File: config.mk
export PLATFORM = sky130hd
export DESIGN_NAME = dm_responder
export DESIGN_NICKNAME = d
export VERILOG_FILES = /design/src/rtl/dm_responder.sv
export SDC_FILE = /design/constraint.sdc
export NUM_CORES = 1
export LEC_CHECK = 0
export ABC_AREA = 1
export CAP_MARGIN = 10
export CORE_UTILIZATION = 25
export CTS_CLUSTER_SIZE = 20
export DETAILED_ROUTE_END_ITERATION = 8
export SKIP_LAST_GASP = 1
export SYNTH_ARGS = -nofsm -noshare
export SYNTH_HDL_FRONTEND = slang
export SYNTH_SLANG_ARGS = --single-unit
File: constraint.sdc
create_clock -name clk -period 5.5 [get_ports clk]
set_input_delay 1.1 -clock clk [delete_from_list [all_inputs] [get_ports clk]]
set_output_delay 1.1 -clock clk [all_outputs]
set_load 0.005 [all_outputs]
File: src/rtl/dm_responder.sv
// dm_responder: byte-addressed data-memory responder with a fixed access latency.
// A request accepted in IDLE waits LATENCY cycles in BUSY, is performed on the
// last BUSY edge, and is acknowledged by a one-cycle Mem_ready pulse in DONE.
// Words are big-endian: the byte at Mem_addr is the most significant byte.
// Optional feature macro: DM_MISALIGN_TRAP_EN. When it is defined, a request
// with Mem_addr[1:0] != 0 keeps the normal timing but performs no access and
// raises Mem_err alongside Mem_ready. When it is undefined, the low two address
// bits are forced to zero and the Mem_err port does not exist.
//
// Handshake: a request is a level on Mem_r/Mem_w. It is accepted only in IDLE.
// Mem_stall is high while the request is being accepted and while it is in
// BUSY. Mem_ready pulses for exactly one cycle when the access has completed,
// and the requester may present its next request in the following cycle.
module dm_responder #(
  parameter int DEPTH   = 128,
  parameter int LATENCY = 2
) (
  input  logic        clk,
  input  logic        rst_n,
  input  logic [31:0] Mem_addr,
  input  logic [31:0] Mem_w_data,
  input  logic        Mem_w,
  input  logic        Mem_r,
  output logic [31:0] Mem_r_data,
  output logic        Mem_ready,
  output logic        Mem_stall,
`ifdef DM_MISALIGN_TRAP_EN
  output logic        Mem_err,
`endif
  output logic [1:0]  o_dbg_state
);

  localparam int AW = $clog2(DEPTH);

  localparam logic [1:0] IDLE = 2'd0;
  localparam logic [1:0] BUSY = 2'd1;
  localparam logic [1:0] DONE = 2'd2;

  localparam logic [3:0]    LAT_M1 = 4'(LATENCY - 1);
  localparam logic [AW-1:0] IDX_1  = AW'(1);
  localparam logic [AW-1:0] IDX_2  = AW'(2);
  localparam logic [AW-1:0] IDX_3  = AW'(3);

  logic [1:0]    r_state;
  logic [3:0]    r_cnt;
  logic [AW-1:0] r_addr;
  logic [31:0]   r_wdata;
  logic          r_is_w;
  logic          r_mis;
  logic [31:0]   r_rdata;
  logic [7:0]    r_mem [DEPTH];

  logic          w_req;
  logic          w_mis;
  logic [AW-1:0] w_idx;
  logic          w_access;
  logic [AW-1:0] w_a1;
  logic [AW-1:0] w_a2;
  logic [AW-1:0] w_a3;
  logic          w_unused;

  assign w_req = Mem_r | Mem_w;

`ifdef DM_MISALIGN_TRAP_EN
  // Misaligned requests are trapped instead of rounded down.
  assign w_mis = |Mem_addr[1:0];
  assign w_idx = Mem_addr[AW-1:0];
`else
  // Misaligned requests are silently aligned to the containing word.
  assign w_mis = 1'b0;
  assign w_idx = {Mem_addr[AW-1:2], 2'b00};
`endif

  // High address bits are ignored so accesses wrap around the array.
  assign w_unused = &{1'b0, Mem_addr[31:AW], Mem_addr[1:0]};

  // The captured access happens on the edge that ends the last BUSY cycle.
  assign w_access = (r_state == BUSY) && (r_cnt == 4'd0) && !r_mis;

  // Byte lanes of the captured word, wrapping modulo DEPTH.
  assign w_a1 = r_addr + IDX_1;
  assign w_a2 = r_addr + IDX_2;
  assign w_a3 = r_addr + IDX_3;

  // FSM, latency counter and request capture.
  always_ff @(posedge clk or negedge rst_n) begin
    if (!rst_n) begin
      r_state <= IDLE;
      r_cnt   <= 4'd0;
      r_addr  <= '0;
      r_wdata <= 32'd0;
      r_is_w  <= 1'b0;
      r_mis   <= 1'b0;
    end else begin
      case (r_state)
        IDLE: begin
          if (w_req) begin
            r_state <= BUSY;
            r_cnt   <= LAT_M1;
            r_addr  <= w_idx;
            r_wdata <= Mem_w_data;
            r_is_w  <= Mem_w;     // read+write together counts as a write
            r_mis   <= w_mis;
          end
        end
        BUSY: begin
          if (r_cnt == 4'd0) begin
            r_state <= DONE;
          end else begin
            r_cnt <= r_cnt - 4'd1;
          end
        end
        DONE: begin
          r_state <= IDLE;
        end
        default: begin
          r_state <= IDLE;
        end
      endcase
    end
  end

  // Read data register: loaded only by a completed read, held otherwise.
  always_ff @(posedge clk or negedge rst_n) begin
    if (!rst_n) begin
      r_rdata <= 32'd0;
    end else if (w_access && !r_is_w) begin
      r_rdata <= {r_mem[r_addr], r_mem[w_a1], r_mem[w_a2], r_mem[w_a3]};
    end
  end

  // Storage array: no reset so contents survive rst_n; an aborted access
  // never reaches this edge because reset has already forced IDLE.
  always_ff @(posedge clk) begin
    if (w_access && r_is_w) begin
      r_mem[r_addr] <= r_wdata[31:24];
      r_mem[w_a1]   <= r_wdata[23:16];
      r_mem[w_a2]   <= r_wdata[15:8];
      r_mem[w_a3]   <= r_wdata[7:0];
    end
  end

  assign Mem_r_data  = r_rdata;
  assign Mem_ready   = (r_state == DONE);
  // Gated by rst_n so a request held during reset does not show a stall.
  assign Mem_stall   = rst_n && (((r_state == IDLE) && w_req) || (r_state == BUSY));
  assign o_dbg_state = r_state;

`ifdef DM_MISALIGN_TRAP_EN
  assign Mem_err = (r_state == DONE) && r_mis;
`endif

endmodule
# Yosys cells after proc, flatten, opt, wreduce, memory -nomap -nowiden
# Memory sizes are Yosys's and may differ from the RTL's. A register that Yosys moved wholly into a read port is not among the register bits.
# Index checks and enable logic that the tools add are counted.
dict set report op_classes {
  addsub 4
  eq_ne 5
  n_mux 8
  bitwise 1
  reduce_logical 17
}
# op n
set ops {}
lappend ops {{$add 7x2->7 const B} 2}
lappend ops {{$mux 4} 2}
lappend ops {{$pmux 4 s2} 1}
lappend ops {{$add 7x1->7 const B} 1}
lappend ops {{$logic_and 1x1->1} 5}
lappend ops {{$logic_not 1->1} 5}
lappend ops {{$logic_not 4->1} 1}
lappend ops {{$mux 2} 2}
lappend ops {{$ne 2x2->1 const B} 2}
lappend ops {{$pmux 2 s2} 1}
lappend ops {{$reduce_and 2->1} 2}
lappend ops {{$sub 4x1->4 const B} 1}
lappend ops {{$reduce_and 3->1} 1}
lappend ops {{$eq 2x1->1 const B} 1}
lappend ops {{$eq 2x2->1 const B} 1}
lappend ops {{$logic_not 2->1} 1}
lappend ops {{$mux 1} 2}
lappend ops {{$ne 2x1->1 const B} 1}
lappend ops {{$reduce_bool 2->1} 1}
lappend ops {{$logic_or 1x1->1} 1}
lappend ops {{$or 1x1->1} 1}
dict set report totals {
  ff_bits 44
  ram_bits 1024
  output_inout_bits 36
  word_cells 41
  memories 1
}
# name words width read_ports rd_ports_with_merged_regs wr line_no
set mem_list {}
lappend mem_list {r_mem 128 8 4 4 4 51} ;# logic [7:0] r_mem [DEPTH];

# Depth between registers and ports, before layout
dict set report depth {
  ltp_word 5
  depth_mapped 11
  mapped_depth_nobuf 9
}

# Worst setup path before layout
# No wires, ideal clock.
dict set report synth_path {
  kind {register to register}
  from {reg r_cnt[0]}
  to {mem r_mem[72][0] (enable)}
  setup_ps 461
  t_arrival_ps 3478
  required_ps 5039
  slack_ps 1560
  path_stages_with_launch 10
  path_buffers 1
  cell_sequence {dfrtp_1 > inv_1 > ha_1 > nand2_1 > nor2_1 > inv_1 > nor2_1 > nand2_1 > buf_2 > nor3_1}
}
# element line_no
set synth_lines {}
lappend synth_lines {{start, declared} 45} ;# logic [3:0] r_cnt;
lappend synth_lines {{start signal, assigned} 110} ;# r_cnt <= r_cnt - 4'd1;
lappend synth_lines {{end, declared} 51}

==> reports/results.txt <==
The final period utilization is 64.7%. The worst setup path is of the reg -> reg kind. After synthesis, the netlist uses 27 different library cells. Once layout is complete, the utilization of the core stands at 29.2%.

The tools report the setup slack of the worst register-to-register path as 1.94 ns. The transition time of the tightest slew-check pin is 1.26 ns, and the total wire length after detailed routing is 118,000 um. The number of hold buffers added after CTS was 0. The run gives 5.85 ns as the data required time at the worst endpoint. The design draws 26.3 mW.

The storage element area came out at 0.0327 sq mm. The final-report hold violation count came out at 0. In this run the deepest clock path goes through 3 buffers. The worst setup path is captured at a register. The data arrival time of the critical path was 3.91 ns.

The starting utilization of the core area came out at 25.2%. In this run the power density over the cells is 485 mW/mm^2. Setup violations remaining at the end of the flow were counted as 0.

For this design the top-level I/O count stands at 104. Largest net degree at the start of global routing: 123. Setup total negative slack on the finished layout was measured at 0 ns. Number of antenna violations at the first check in global routing: 1. The number of standard cells in the layout, taps in and fillers out is 7,122.

TritonCTS built the clock tree. After detailed placement, the total cell area comes to 0.0506 sq mm. The number of clock buffers inserted by TritonCTS was 109.

The pre-antenna-repair detailed-routing pass consisted of 6 iterations. The cell type of the slowest stage on the worst timing path was sky130_fd_sc_hd__nor3_2. The run gives 0.0258 ns as the clock skew after layout. The class of the worst hold path is reg -> reg. Synthesis handed over a netlist of 4,469 instances. The tools report the proportion of synthesized chip area in sequential cells as 69.9%.

With fillers left out, the area of the finished cells amounts to 0.0542 sq mm. The max-slew violation count is 0, and the leakage power summed over all cells is 22.7 nW. The worst-path maximum fanout was 22; the number of nets in the final layout was 4,616. The tools report the startpoint type of the worst setup path as a register. Using the TritonRoute via totals, the vias-per-cell ratio works out to 4.19.

For the post-CTS setup repair buffer count, the log shows 0. The tools report the count of instances resized after the clock tree is built as 0. The count of placed standard cells including taps came out at 6,913.

The die is 434 um wide. The clock period could shrink to 3.56 ns. The number of filler instances in the final layout came out at 18,837. The count of nets left with antenna violations once routing finished came out at 0.

The run finished with clean final reports. The routed wirelength normalized by instance count was 16.6 um. The via count came out at 29,871. Setup repair after global routing left no endpoint under its margin. The total overflow left after global routing is 0. The root buffer cell chosen for the clock tree is sky130_fd_sc_hd__clkbuf_16. The upper clock frequency limit was 0.281 GHz; the flip-flop and latch count after synthesis was 1,100.

Largest stage delay on the critical path: 1.09 ns. A synthesized cell averages 10.5 sq um. The cell area that synthesis handed to floorplanning was 0.0467 sq mm.

The tools report the total clock sinks as 1,100. For the insertion delay of the later-clocked pin in the worst-skew pair, the log shows 0.68 ns. The number of global-route vias before repair is 28,360, and the final RePlAce weighted congestion is 0.798.

The full die area is 0.189 sq mm, and the worst slew margin relative to its limit is 16.3%. The first global-routing pass estimated 177,000 um of wire. The critical path goes through inv_1, ha_1, nand2_1, nor2_1, inv_1, nor2_1, nand2_1, nor3_2, buf_12. Summing all multi-input logic gate instances after layout gives 0.00978 sq mm. The number of warnings reported in the yosys synthesis log came out at 0. From synthesis to final layout, the design area changed by 16.1%. Measured along the y axis, the die boundary spans 434 um. Buffers placed on the I/O ports in this run total 76. The total nets after synthesis is 4,539, and the number of max-cap violations is 0.

After clock tree synthesis, the clock-pin slew on the worst setup and hold paths is 0.06 ns. Cells with a size suffix above 1 make up 8.02% of the layout. CTS built an H-tree with a depth of 3.

Summed over all nets, the half-perimeter wirelength after detailed placement is 64,200 um. The number of DRC markers after the initial detailed-route iteration is 2,532. The number of rows in the core area is 158. The worst vdd rail ir drop was 0.335 mV; the remaining routing DRC violations was 0. Global routing used 12.3% of the available tracks across all layers. In this run the standard cell core region covers 0.186 sq mm.
critical path, delay by kind of cell (launching register included):
kind | cells | cell delay (ns)
adder cells (fa/ha/maj) | 1 | 0.15
buffers and inverters | 3 | 0.53
flip-flops | 1 | 0.38
AND/OR/NAND/NOR | 5 | 2.13
worst paths after layout:
kind | startpoint | to | cells past startpoint
worst max register to register | r_cnt[0] | r_mem[105][3] | 9
worst min-delay path | r_wdata[12] | r_wdata[12] | 2
worst min register to register | r_wdata[12] | r_wdata[12] | 2
max in group asynchronous | rst_n | r_addr[2] | 2
min in group asynchronous | rst_n | r_wdata[19] | 2
worst max-delay path | r_cnt[0] | r_mem[105][3] | 9
area by class of cell:
| class | instances | area share (%) |
|---|---|---|
| Clock buffer | 146 | 5.57 |
| Antenna cell | 2 | 0.00923 |
| Tap cell | 2480 | 5.72 |
| Clock inverter | 59 | 1.12 |
| Inverter | 949 | 6.59 |
| Sequential cell | 1100 | 60.2 |
| Multi-Input combinational cell | 2224 | 18.0 |
| Timing Repair Buffer | 162 | 2.75 |
layer usage:
metal / global-route usage [%] / vias to the layer above / share of wire, %
met3: 1.57 / 201 / 5.2
met1: 16.4 / 14506 / 44
li1: - / 14375 / -
met2: 20.3 / 789 / 47
met5: 0 / - / 0
met4: 5.00 / 0 / 3.8
sequential cells by signal, indices dropped and copies added (netlist names):
register / count
Mem_r_data: 32
o_dbg_state: 2
r_addr: 5
r_cnt: 4
r_is_w: 1
r_mem: 1024
r_wdata: 32
metrics by stage:
| stage | setup WS, ns | hold WS, ns |
|---|---|---|
| final | 1.94 | 0.482 |
| after global routing | 1.76 | 0.523 |
| after CTS | 1.98 | 0.482 |
| after detailed placement | 2.01 | 0.467 |
| after global placement | 2.01 | 0.467 |
| after floorplan | 1.56 | 0.457 |
Yosys cell counts:
master                     instances  area share [%]
sky130_fd_sc_hd__a21boi_1          1           0.016
sky130_fd_sc_hd__a21oi_1           2           0.021
sky130_fd_sc_hd__buf_1             2           0.016
sky130_fd_sc_hd__buf_2           140             1.5
sky130_fd_sc_hd__buf_4            11            0.18
sky130_fd_sc_hd__clkbuf_1         42            0.34
sky130_fd_sc_hd__clkbuf_2          1           0.011
sky130_fd_sc_hd__dfrtp_1          76             4.1
sky130_fd_sc_hd__edfxtp_1       1024              66
sky130_fd_sc_hd__ha_1              2           0.054
sky130_fd_sc_hd__inv_1           943             7.6
sky130_fd_sc_hd__inv_2             5           0.040
sky130_fd_sc_hd__inv_4             1           0.013
sky130_fd_sc_hd__nand2_1        1264              10
sky130_fd_sc_hd__nand3_1         512             5.5
sky130_fd_sc_hd__nand4_1          32            0.43
sky130_fd_sc_hd__nor2_1          140             1.1
sky130_fd_sc_hd__nor2_2            1           0.013
sky130_fd_sc_hd__nor2_4            2           0.048
sky130_fd_sc_hd__nor3_1           31            0.33
sky130_fd_sc_hd__o21a_1            1           0.016
sky130_fd_sc_hd__o21ai_0          73            0.78
sky130_fd_sc_hd__o21ai_1          65            0.70
sky130_fd_sc_hd__o22ai_1           1           0.013
sky130_fd_sc_hd__or2_0             3           0.040
sky130_fd_sc_hd__or2_1            14            0.19
sky130_fd_sc_hd__or2_2            80             1.1
cells by family after synthesis:
group,share of synthesized area [%]
buf+inv,9.67
compound gates,1.54
fa+ha+maj,0.0535
flops,69.9
simple gates,18.9
power breakdown:
part | internal [mW] | switching [mW] | total (mW)
clock network | 4.41 | 3.12 | 7.53
logic | 2.00 | 4.97 | 6.97
registers | 10.6 | 1.21 | 11.8
total | 17.0 | 9.29 | 26.3
cells in the final DEF, fill, tap and decap left out, types with 2 or more instances in the layout:
cell / synthesis / final
sky130_fd_sc_hd__o21ai_1: 65 / 65
sky130_fd_sc_hd__o21ai_0: 73 / 73
sky130_fd_sc_hd__nand2_1: 1264 / 1263
sky130_fd_sc_hd__bufinv_16: 0 / 12
sky130_fd_sc_hd__clkinvlp_4: 0 / 4
sky130_fd_sc_hd__clkdlybuf4s50_1: 0 / 75
sky130_fd_sc_hd__a21oi_1: 2 / 2
sky130_fd_sc_hd__or2_0: 3 / 3
sky130_fd_sc_hd__clkbuf_16: 0 / 114
sky130_fd_sc_hd__edfxtp_1: 1024 / 1024
sky130_fd_sc_hd__clkinv_2: 0 / 19
sky130_fd_sc_hd__clkbuf_1: 42 / 27
sky130_fd_sc_hd__or2_1: 14 / 14
sky130_fd_sc_hd__buf_4: 11 / 81
sky130_fd_sc_hd__inv_2: 5 / 4
sky130_fd_sc_hd__clkinv_1: 0 / 21
sky130_fd_sc_hd__diode_2: 0 / 2
sky130_fd_sc_hd__or2_2: 80 / 80
sky130_fd_sc_hd__nor3_2: 0 / 30
sky130_fd_sc_hd__inv_1: 943 / 943
sky130_fd_sc_hd__clkbuf_8: 0 / 5
sky130_fd_sc_hd__nand3_1: 512 / 512
sky130_fd_sc_hd__nor2_1: 140 / 133
sky130_fd_sc_hd__nand4_1: 32 / 32
sky130_fd_sc_hd__nor2_4: 2 / 10
sky130_fd_sc_hd__dfrtp_1: 76 / 75
sky130_fd_sc_hd__ha_1: 2 / 2
sky130_fd_sc_hd__buf_16: 0 / 2
sky130_fd_sc_hd__buf_12: 0 / 4
Note: power is estimated with default switching activity, not from simulation.
